### config.mk
export PLATFORM = sky130hd
export DESIGN_NAME = alu_arbiter
export DESIGN_NICKNAME = d
export VERILOG_FILES = /design/src/rtl/alu_pkg.sv /design/src/rtl/alu_arbiter_alu.sv /design/src/rtl/alu_arbiter.sv
export SDC_FILE = /design/constraint.sdc
export NUM_CORES = 1
export LEC_CHECK = 0
export ABC_CLOCK_PERIOD_IN_PS = 2800
export BUFFER_PORTS_ARGS = -buffer_cell sky130_fd_sc_hd__buf_2
export CAP_MARGIN = 0
export CORE_MARGIN = 1.5
export CORE_UTILIZATION = 52
export CTS_CLUSTER_SIZE = 12
export DETAILED_ROUTE_END_ITERATION = 10
export GPL_TIMING_DRIVEN = 0
export HOLD_SLACK_MARGIN = 0.05
export PLACE_DENSITY = 0.83
export SYNTH_ARGS = -nofsm -noshare
export SYNTH_HDL_FRONTEND = slang
export SYNTH_SLANG_ARGS = --single-unit
### constraint.sdc
create_clock -name clk -period 2.8 [get_ports clk]
set_input_delay 0.7 -clock clk [delete_from_list [all_inputs] [get_ports clk]]
set_output_delay 0.7 -clock clk [all_outputs]
set_load 0.01 [all_outputs]
### src/rtl/alu_pkg.sv
// -----------------------------------------------------------------------------
// alu_pkg
// Shared types and constants for the ALU arbiter slice.
//   ALU_W       : operand / result width
//   alu_op_t    : ALU operation encoding (ADD, SUB, AND, NOT)
//   arb_state_t : arbiter sequencer states (IDLE, EXEC, RESP)
// -----------------------------------------------------------------------------
package alu_pkg;

    localparam int ALU_W = 8;

    typedef enum logic [1:0] {
        ADD = 2'd0,
        SUB = 2'd1,
        AND = 2'd2,
        NOT = 2'd3
    } alu_op_t;

    typedef enum logic [1:0] {
        IDLE = 2'd0,
        EXEC = 2'd1,
        RESP = 2'd2
    } arb_state_t;

endpackage

### src/rtl/alu_arbiter_alu.sv
// -----------------------------------------------------------------------------
// ALU
// Combinational 8-bit ALU shared by the arbiter's requesters.
// Ports:
//   op_i : operation (alu_op_t)
//   a_i  : operand a
//   b_i  : operand b (ignored for NOT)
//   y_o  : result; AND/NOT are logical and return 0 or 1
// -----------------------------------------------------------------------------
module ALU
    import alu_pkg::*;
(
    input  alu_op_t          op_i,
    input  logic [ALU_W-1:0] a_i,
    input  logic [ALU_W-1:0] b_i,
    output logic [ALU_W-1:0] y_o
);

    always_comb begin
        y_o = '0;
        case (op_i)
            ADD:     y_o = a_i + b_i;
            SUB:     y_o = a_i - b_i;
            AND:     y_o = {{(ALU_W-1){1'b0}}, (|a_i) & (|b_i)};
            NOT:     y_o = {{(ALU_W-1){1'b0}}, ~(|a_i)};
            default: y_o = '0;
        endcase
    end

endmodule

### src/rtl/alu_arbiter.sv
// -----------------------------------------------------------------------------
// alu_arbiter
// Two-way round-robin arbiter and sequencer in front of the shared ALU.
// One operation is in flight at a time: accept (IDLE) -> compute (EXEC) ->
// hold result until taken (RESP).
//
// State table:
//   IDLE | waiting for a request; grant and ready computed combinationally
//   EXEC | ALU driven from latched operands; result registered at end
//   RESP | rsp_valid high, result held until rsp_ready
//
// Ports:
//   clk, rst_n              : clock, asynchronous active-low reset
//   reqN_valid/reqN_ready   : request handshake for requester N (0/1)
//   reqN_op, reqN_a, reqN_b : operation and operands of requester N
//   rsp_valid/rsp_ready     : response handshake
//   rsp_id, rsp_data        : owning requester and result
//   rsp_zero, rsp_carry     : result flags, present only with ALU_ARB_FLAGS_EN
//
// Build option: define ALU_ARB_FLAGS_EN to add the zero/carry flag outputs.
// -----------------------------------------------------------------------------
module alu_arbiter
    import alu_pkg::*;
#(
    parameter int ID_W = 1
) (
    input  logic             clk,
    input  logic             rst_n,
    input  logic             req0_valid,
    output logic             req0_ready,
    input  logic [1:0]       req0_op,
    input  logic [ALU_W-1:0] req0_a,
    input  logic [ALU_W-1:0] req0_b,
    input  logic             req1_valid,
    output logic             req1_ready,
    input  logic [1:0]       req1_op,
    input  logic [ALU_W-1:0] req1_a,
    input  logic [ALU_W-1:0] req1_b,
    output logic             rsp_valid,
    input  logic             rsp_ready,
    output logic [ID_W-1:0]  rsp_id,
    output logic [ALU_W-1:0] rsp_data
`ifdef ALU_ARB_FLAGS_EN
    ,
    output logic             rsp_zero,
    output logic             rsp_carry
`endif
);

    arb_state_t       state_q, state_d;
    alu_op_t          op_q;
    logic [ALU_W-1:0] a_q, b_q;
    logic [ID_W-1:0]  id_q;
    logic [ID_W-1:0]  last_grant_q;
    logic             rsp_valid_q;
    logic [ID_W-1:0]  rsp_id_q;
    logic [ALU_W-1:0] rsp_data_q;

    logic             accept;
    logic [ID_W-1:0]  grant_id;
    logic [ALU_W-1:0] alu_y;

    always_comb begin
        state_d    = state_q;
        accept     = 1'b0;
        grant_id   = '0;
        req0_ready = 1'b0;
        req1_ready = 1'b0;
        case (state_q)
            IDLE: begin
                if (req0_valid && req1_valid) begin
                    grant_id = (last_grant_q == ID_W'(0)) ? ID_W'(1) : ID_W'(0);
                end else if (req1_valid) begin
                    grant_id = ID_W'(1);
                end
                // Ready is masked by reset so nothing is accepted while held.
                accept     = rst_n && (req0_valid || req1_valid);
                req0_ready = accept && (grant_id == ID_W'(0));
                req1_ready = accept && (grant_id == ID_W'(1));
                if (req0_valid || req1_valid) begin
                    state_d = EXEC;
                end
            end
            EXEC: state_d = RESP;
            RESP: begin
                if (rsp_valid_q && rsp_ready) begin
                    state_d = IDLE;
                end
            end
            default: state_d = IDLE;
        endcase
    end

    ALU u_alu (
        .op_i (op_q),
        .a_i  (a_q),
        .b_i  (b_q),
        .y_o  (alu_y)
    );

    always_ff @(posedge clk or negedge rst_n) begin
        if (!rst_n) begin
            state_q      <= IDLE;
            op_q         <= ADD;
            a_q          <= '0;
            b_q          <= '0;
            id_q         <= '0;
            last_grant_q <= ID_W'(1);
            rsp_valid_q  <= 1'b0;
            rsp_id_q     <= '0;
            rsp_data_q   <= '0;
        end else begin
            state_q <= state_d;
            if (accept) begin
                op_q         <= (grant_id == ID_W'(0)) ? alu_op_t'(req0_op) : alu_op_t'(req1_op);
                a_q          <= (grant_id == ID_W'(0)) ? req0_a : req1_a;
                b_q          <= (grant_id == ID_W'(0)) ? req0_b : req1_b;
                id_q         <= grant_id;
                last_grant_q <= grant_id;
            end
            if (state_q == EXEC) begin
                rsp_valid_q <= 1'b1;
                rsp_id_q    <= id_q;
                rsp_data_q  <= alu_y;
            end else if (state_q == RESP && rsp_ready) begin
                rsp_valid_q <= 1'b0;
            end
        end
    end

    assign rsp_valid = rsp_valid_q;
    assign rsp_id    = rsp_id_q;
    assign rsp_data  = rsp_data_q;

`ifdef ALU_ARB_FLAGS_EN
    logic rsp_zero_q, rsp_carry_q;
    logic carry_c;

    always_comb begin
        carry_c = 1'b0;
        case (op_q)
            ADD:     carry_c = ({1'b0, a_q} + {1'b0, b_q}) > {1'b0, {ALU_W{1'b1}}};
            SUB:     carry_c = (a_q < b_q);
            default: carry_c = 1'b0;
        endcase
    end

    always_ff @(posedge clk or negedge rst_n) begin
        if (!rst_n) begin
            rsp_zero_q  <= 1'b0;
            rsp_carry_q <= 1'b0;
        end else if (state_q == EXEC) begin
            rsp_zero_q  <= (alu_y == '0);
            rsp_carry_q <= carry_c;
        end
    end

    assign rsp_zero  = rsp_zero_q;
    assign rsp_carry = rsp_carry_q;
`endif

endmodule

# --- Word level (Yosys, flattened, before mapping) ---
# Index checks and enable logic that the tools add are counted.
# W data, S select, Z words.
totals:
  reg_bits: 32
  latch_bits: 0
  mem_bits_rw: 0
  rom_bits: 0
  in_bits: 41
  output_inout_bits: 12
  word_cells: 51
  n_memories: 0
classes:
  add_sub_neg: 2
  n_mul: 0
  div: 0
  n_lt_le_gt_ge: 0
  n_eq_ne: 7
  shift: 0
  n_mux: 17
  bitwise_logic: 3
  n_reduce_logical: 13
op_table:
  columns: ["cell", "n"]
  rows:
  - ["$pmux W8 S4", 1]
  - ["$mux W8", 2]
  - ["$reduce_or A8 Y1", 2]
  - ["$mux W1", 10]
  - ["$add A8 B8 Y8", 1]
  - ["$sub A8 B8 Y8", 1]
  - ["$eq A2 B2 Y1 const B", 3]
  - ["$logic_and A1 B1 Y1", 6]
  - ["$mux W2", 3]
  - ["$pmux W2 S3", 1]
  - ["$eq A2 B1 Y1 const B", 2]
  - ["$logic_not A2 Y1", 2]
  - ["$ne A2 B2 Y1 const B", 2]
  - ["$not A1 Y1", 2]
  - ["$reduce_and A2 Y1", 1]
  - ["$reduce_bool A2 Y1", 1]
  - ["$and A1 B1 Y1", 1]
  - ["$logic_or A1 B1 Y1", 1]

# --- Logic depth before layout (Yosys ltp) ---
depth:
  word_depth: 6
  mapped_depth: 12
  depth_no_buf: 12

# --- Hierarchy ---
# From an unflattened synthesis, not the netlist that was laid out.
unflattened:
  cells_unflattened: 225
  area_unflattened_um2: 2089.5
by_module_without_submodules:
  columns: ["mod", "n_inst", "cells_per_inst", "area_each_um2", "seq_area_each_um2"]
  rows:
  - ["alu_arbiter", 1, 149, 1539.0, 802.0]
  - ["ALU", 1, 76, 550.5, 0.0]

# --- Least setup slack after synthesis ---
# No wires, ideal clock.
synth_timing:
  path_type: "register to register"
  start: "register op_q[1]"
  end: "register rsp_data_q[6] (netlist: rsp_data[6])"
  setup_time_ps: 122
  arrival_time_ps: 2272
  setup_slack_ps: 406
  stages_incl_launch_ff: 11
  n_path_buf: 1
  synth_period_minus_slack_ps: 2394
  path_cell_list: "dfrtp_1 nor2b_1 clkbuf_1 nor2_1 xnor2_1 ha_1 nor2b_4 o21ai_2 a21oi_1 or4_1 a32o_1"
synth_between:
  elab_chain_len: 2
  word_cells_on_any_way: 5
  classes_between: "3 x eq/ne; 1 x mux; 1 x reduce/logical"
synth_rtl:
  columns: ["item", "line_no", "source"]
  rows:
  - ["from (decl)", "alu_arbiter.sv:51", "alu_op_t op_q;"]
  - ["from (signal assigned)", "alu_arbiter.sv:115", "op_q <= (grant_id == ID_W'(0)) ? alu_op_t'(req0_op) : alu_op_t'(req1_op);"]
  - ["$eq A2 B2 Y1, or another cell as far along", "alu_arbiter_alu.sv:21", "case (op_i)"]
  - ["$pmux W8 S4 *", "alu_arbiter_alu.sv:21", null]
  - ["to (signal assigned)", "alu_arbiter.sv:124", "rsp_data_q <= alu_y;"]
  - ["to (decl)", "alu_arbiter.sv:57", "logic [ALU_W-1:0] rsp_data_q;"]
# Mark *: on every way between the ends. The rest lies on a longest branch, timed or not.
# A chain may end at the register's enable or synchronous reset.

# --- Worst setup path after layout ---
# Same ends and word-level chain as after synthesis.

==> metrics.md <==
| Metric | Value |
|---|---|
| First-pass GRT wire length | `6400 um` |
| Cell Area, Synth | `approximately 1900 sq um` |
| Post-synth top area share | `a little over two fifths` |
| CP Launch Type | `flip-flop` |
| Core Area | `3390 sq um` |
| Total track usage | `20.8%` |
| Later-pin clock latency in the skew report | `0.34 ns` |
| Leakage | `0.00125 uW` |
| H-tree levels | `2` |
| Non-Filler Instances | `301` |
| DRT met1 WL | `approximately 1700 um` |
| Share of cells above drive strength 1 | `26.7%` |
| Power density cells | `378 nW/um^2` |
| Postcts setup bufs | `0` |
| Reg2reg path depth | `10` |
| CTS sink cnt | `32` |
| Vias in the first global route | `1,471` |
| Clock buffer depth | `2` |
| Post-synth ARST share | `between 90% and 100%` |
| Crit Reg-Reg Endpoint | `rsp_data[6]` |
| Max Clock Skew | `0.0185 ns` |
| Syn. warnings | `0` |
| Most frequent cells in the layout | `52 x buf_2, 31 x nand2_1, 31 x dfrtp_1, 21 x o21ai_0, 18 x mux2i_1` |
| Maximum clock rate | `0.384 GHz` |
| Minimum clock period | `around 2.6 ns` |
| Design Area, Final | `2250 sq um` |
| Post_cts resized | `0` |
| Outcome | `finished clean` |
| Core Util, Final | `66.4%` |
| Maximum vdd drop | `221 uV` |
| Total CTS buffers | `5` |
| Via count | `1,565` |
| Synth area leaders | `dfrtp_1 42%, mux2i_1 9.7%, nand2_1 6.3%` |
| # rows | `21` |
| Top_reg_cell synth | `dfrtp_1` |
| Area delta synth->final | `21.4%` |
| Clock slew seen by the registers of the worst setup and hold paths | `0.11 ns` |
| Dpl cells | `293` |
| Post-Syn Instances | `between 150 and 200` |
| R2R setup slack | `~0.19 ns` |
| Syn nets | `approximately 250` |
| Hold Fails Final Rpt | `0` |
| DRT Pass-1 Iters | `4` |
| WL final | `around 3600 um` |
| Post-CTS Hold Buffers | `0` |
| Max-cap viol count | `0` |
| Sequential share of the synthesized area | `43.3%` |
| Total global routing overflow | `0` |
| Initial core utilization | `between 50% and 60%` |
| Most common library cell in the layout ignoring fill and taps | `buf_2` |
| DP Worst Slack | `0.0226 ns` |
| Source of the worst register-to-register timing path | `op_q[1]` |
| Fill cell count | `just under 300` |
| Post-DP HPWL | `2860 um` |
| Clk root buf | `clkbuf_4` |
| Final period util | `93.1%` |
| Critical path class | `flip-flop to flip-flop` |
| IO buf count | `52` |
| Min-Delay Path Class | `input pin to async pin` |
| Syn Area/Cell | `9.51 sq um` |
| Drt drc | `0` |
| Slew headroom | `between 70% and 80%` |
| Worst path arrival time | `around 2.8 ns` |
| Final Wtd Congestion | `0.800` |
| Yosys cell types | `40` |
| Top Layer Used | `met4` |
| Crit Path Max Fanout | `7` |
| RSZ-0062 raised after global routing | `false` |
| Final Max Slew Viols | `0` |
| Initial DRC Count | `54` |
| Die ar. | `a little under 4000 sq um` |
| Antenna-violating nets left | `0` |
| Critical path endpoint category | `flip-flop` |
| Req. time, crit path | `3.02 ns` |
| Cell taking the most area after synthesis | `dfrtp_1` |
| Pin count of the biggest net entering global routing | `35` |
| WL/cell | `approximately 12 um` |
| Inserted Diodes | `0` |
| Dpl cell area | `2170 sq um` |
| WL met2 | `roughly 1700 um` |
| Vias/cell | `5.20` |
| Setup_tns | `0 ns` |
| Antenna violations before repair | `0` |
| CTS tree | `yes` |
| Setup-failing EPs final | `0` |
| Wire length on met3 | `about 160 um` |
| Die span in y | `62.7 um` |
| Worst slew pin tran | `~0.44 ns` |
| Register bit total from synthesis | `32` |
| PnR worst setup slack | `0.193 ns` |
| EDFF count, synth | `0` |
| I/O pin count | `53` |
| Nets@finish | `304` |
| Die width | `62.7 um` |
==> per-layer routing <==
metal	vias up	GRT usage, %
met1	715	26.0
met2	42	34.9
met4	0	7.78
met3	8	4.86
li1	800	-
met5	-	0
==> final cells by class <==
| cell class | instances | area [sq um] | share of cell area, % |
|---|---|---|---|
| Inverter | 10 | 37.5 | 1.67 |
| Buffer | 7 | 35.0 | 1.56 |
| Clock inverter | 2 | 35.0 | 1.56 |
| Multi-Input combinational cell | 146 | 980 | 43.5 |
| Clock buffer | 6 | 41.3 | 1.83 |
| Tap cell | 46 | 57.6 | 2.56 |
| Sequential cell | 32 | 802 | 35.6 |
| Timing Repair Buffer | 52 | 263 | 11.7 |
==> flip-flops by register name, indices dropped and copies added (netlist names) <==
register,cells
state_q,2
op_q,2
a_q,8
last_grant_q,1
id_q,1
rsp_valid,1
rsp_id,1
b_q,8
rsp_data,8
==> through the flow <==
stage | total power [uW] | hold slack [ns]
4_1_cts | 859 | 0.411
2_1_floorplan | 480 | 0.404
3_5_place_dp | 517 | 0.457
6_report | 851 | 0.314
3_3_place_gp | 516 | 0.447
5_1_grt | 886 | 0.346
==> worst max-delay path, stage by stage, from the launching register on <==
cell and delay (ns):
dfrtp_1 0.48, nor2b_1 0.13, clkbuf_1 0.25, nor2_1 0.09, xnor2_1 0.13, ha_1 0.32
nor2b_4 0.15, o21ai_2 0.12, a21oi_1 0.09, or4_1 0.46, a32o_1 0.26
==> worst max path at each step <==
stage / from / endpoint / slack [ns] / depth (start not counted)
after floorplan: op_q[1] / rsp_data[6] / 0.41 / 10
after CTS: rst_n / req0_ready / 0.01 / 5
final: op_q[1] / rsp_data[6] / 0.19 / 10
after detailed placement: rst_n / req0_ready / 0.02 / 5
after global routing: op_q[1] / rsp_data[6] / 0.02 / 10
after global placement: rst_n / req0_ready / 0.04 / 5
==> where the power goes <==
| group | internal, uW | switching [uW] | leakage (uW) |
|---|---|---|---|
| combinational | 25.3 | 20.1 | 0.000766 |
| sequential | 462 | 0 | 0.000438 |
| clock | 187 | 157 | 0.0000422 |
| total | 674 | 177 | 0.00125 |
==> synth_stat cells, types with 2 or more instances <==
cell type	instances
a21oi_1	7
a22o_1	3
a32o_1	2
clkbuf_1	5
dfrtp_1	31
ha_1	8
inv_1	10
mux2_2	2
mux2i_1	18
nand2_1	31
nand2b_1	5
nor2_1	12
o21ai_0	21
o31ai_1	3
o41ai_1	2
or4_1	3
xnor2_1	8
xor2_1	2
==> cell families after synthesis <==
| group | synth area share, % |
|---|---|
| and+or+nand+nor | 15.5 |
| AOI/OAI and AO/OA | 15.3 |
| DFF | 43.3 |
| muxes | 10.9 |
| buffers and inverters | 3.91 |
| xor gates and xnor gates | 4.72 |
| adders and majority gates | 6.48 |
Note: power is estimated with default switching activity, not from simulation.
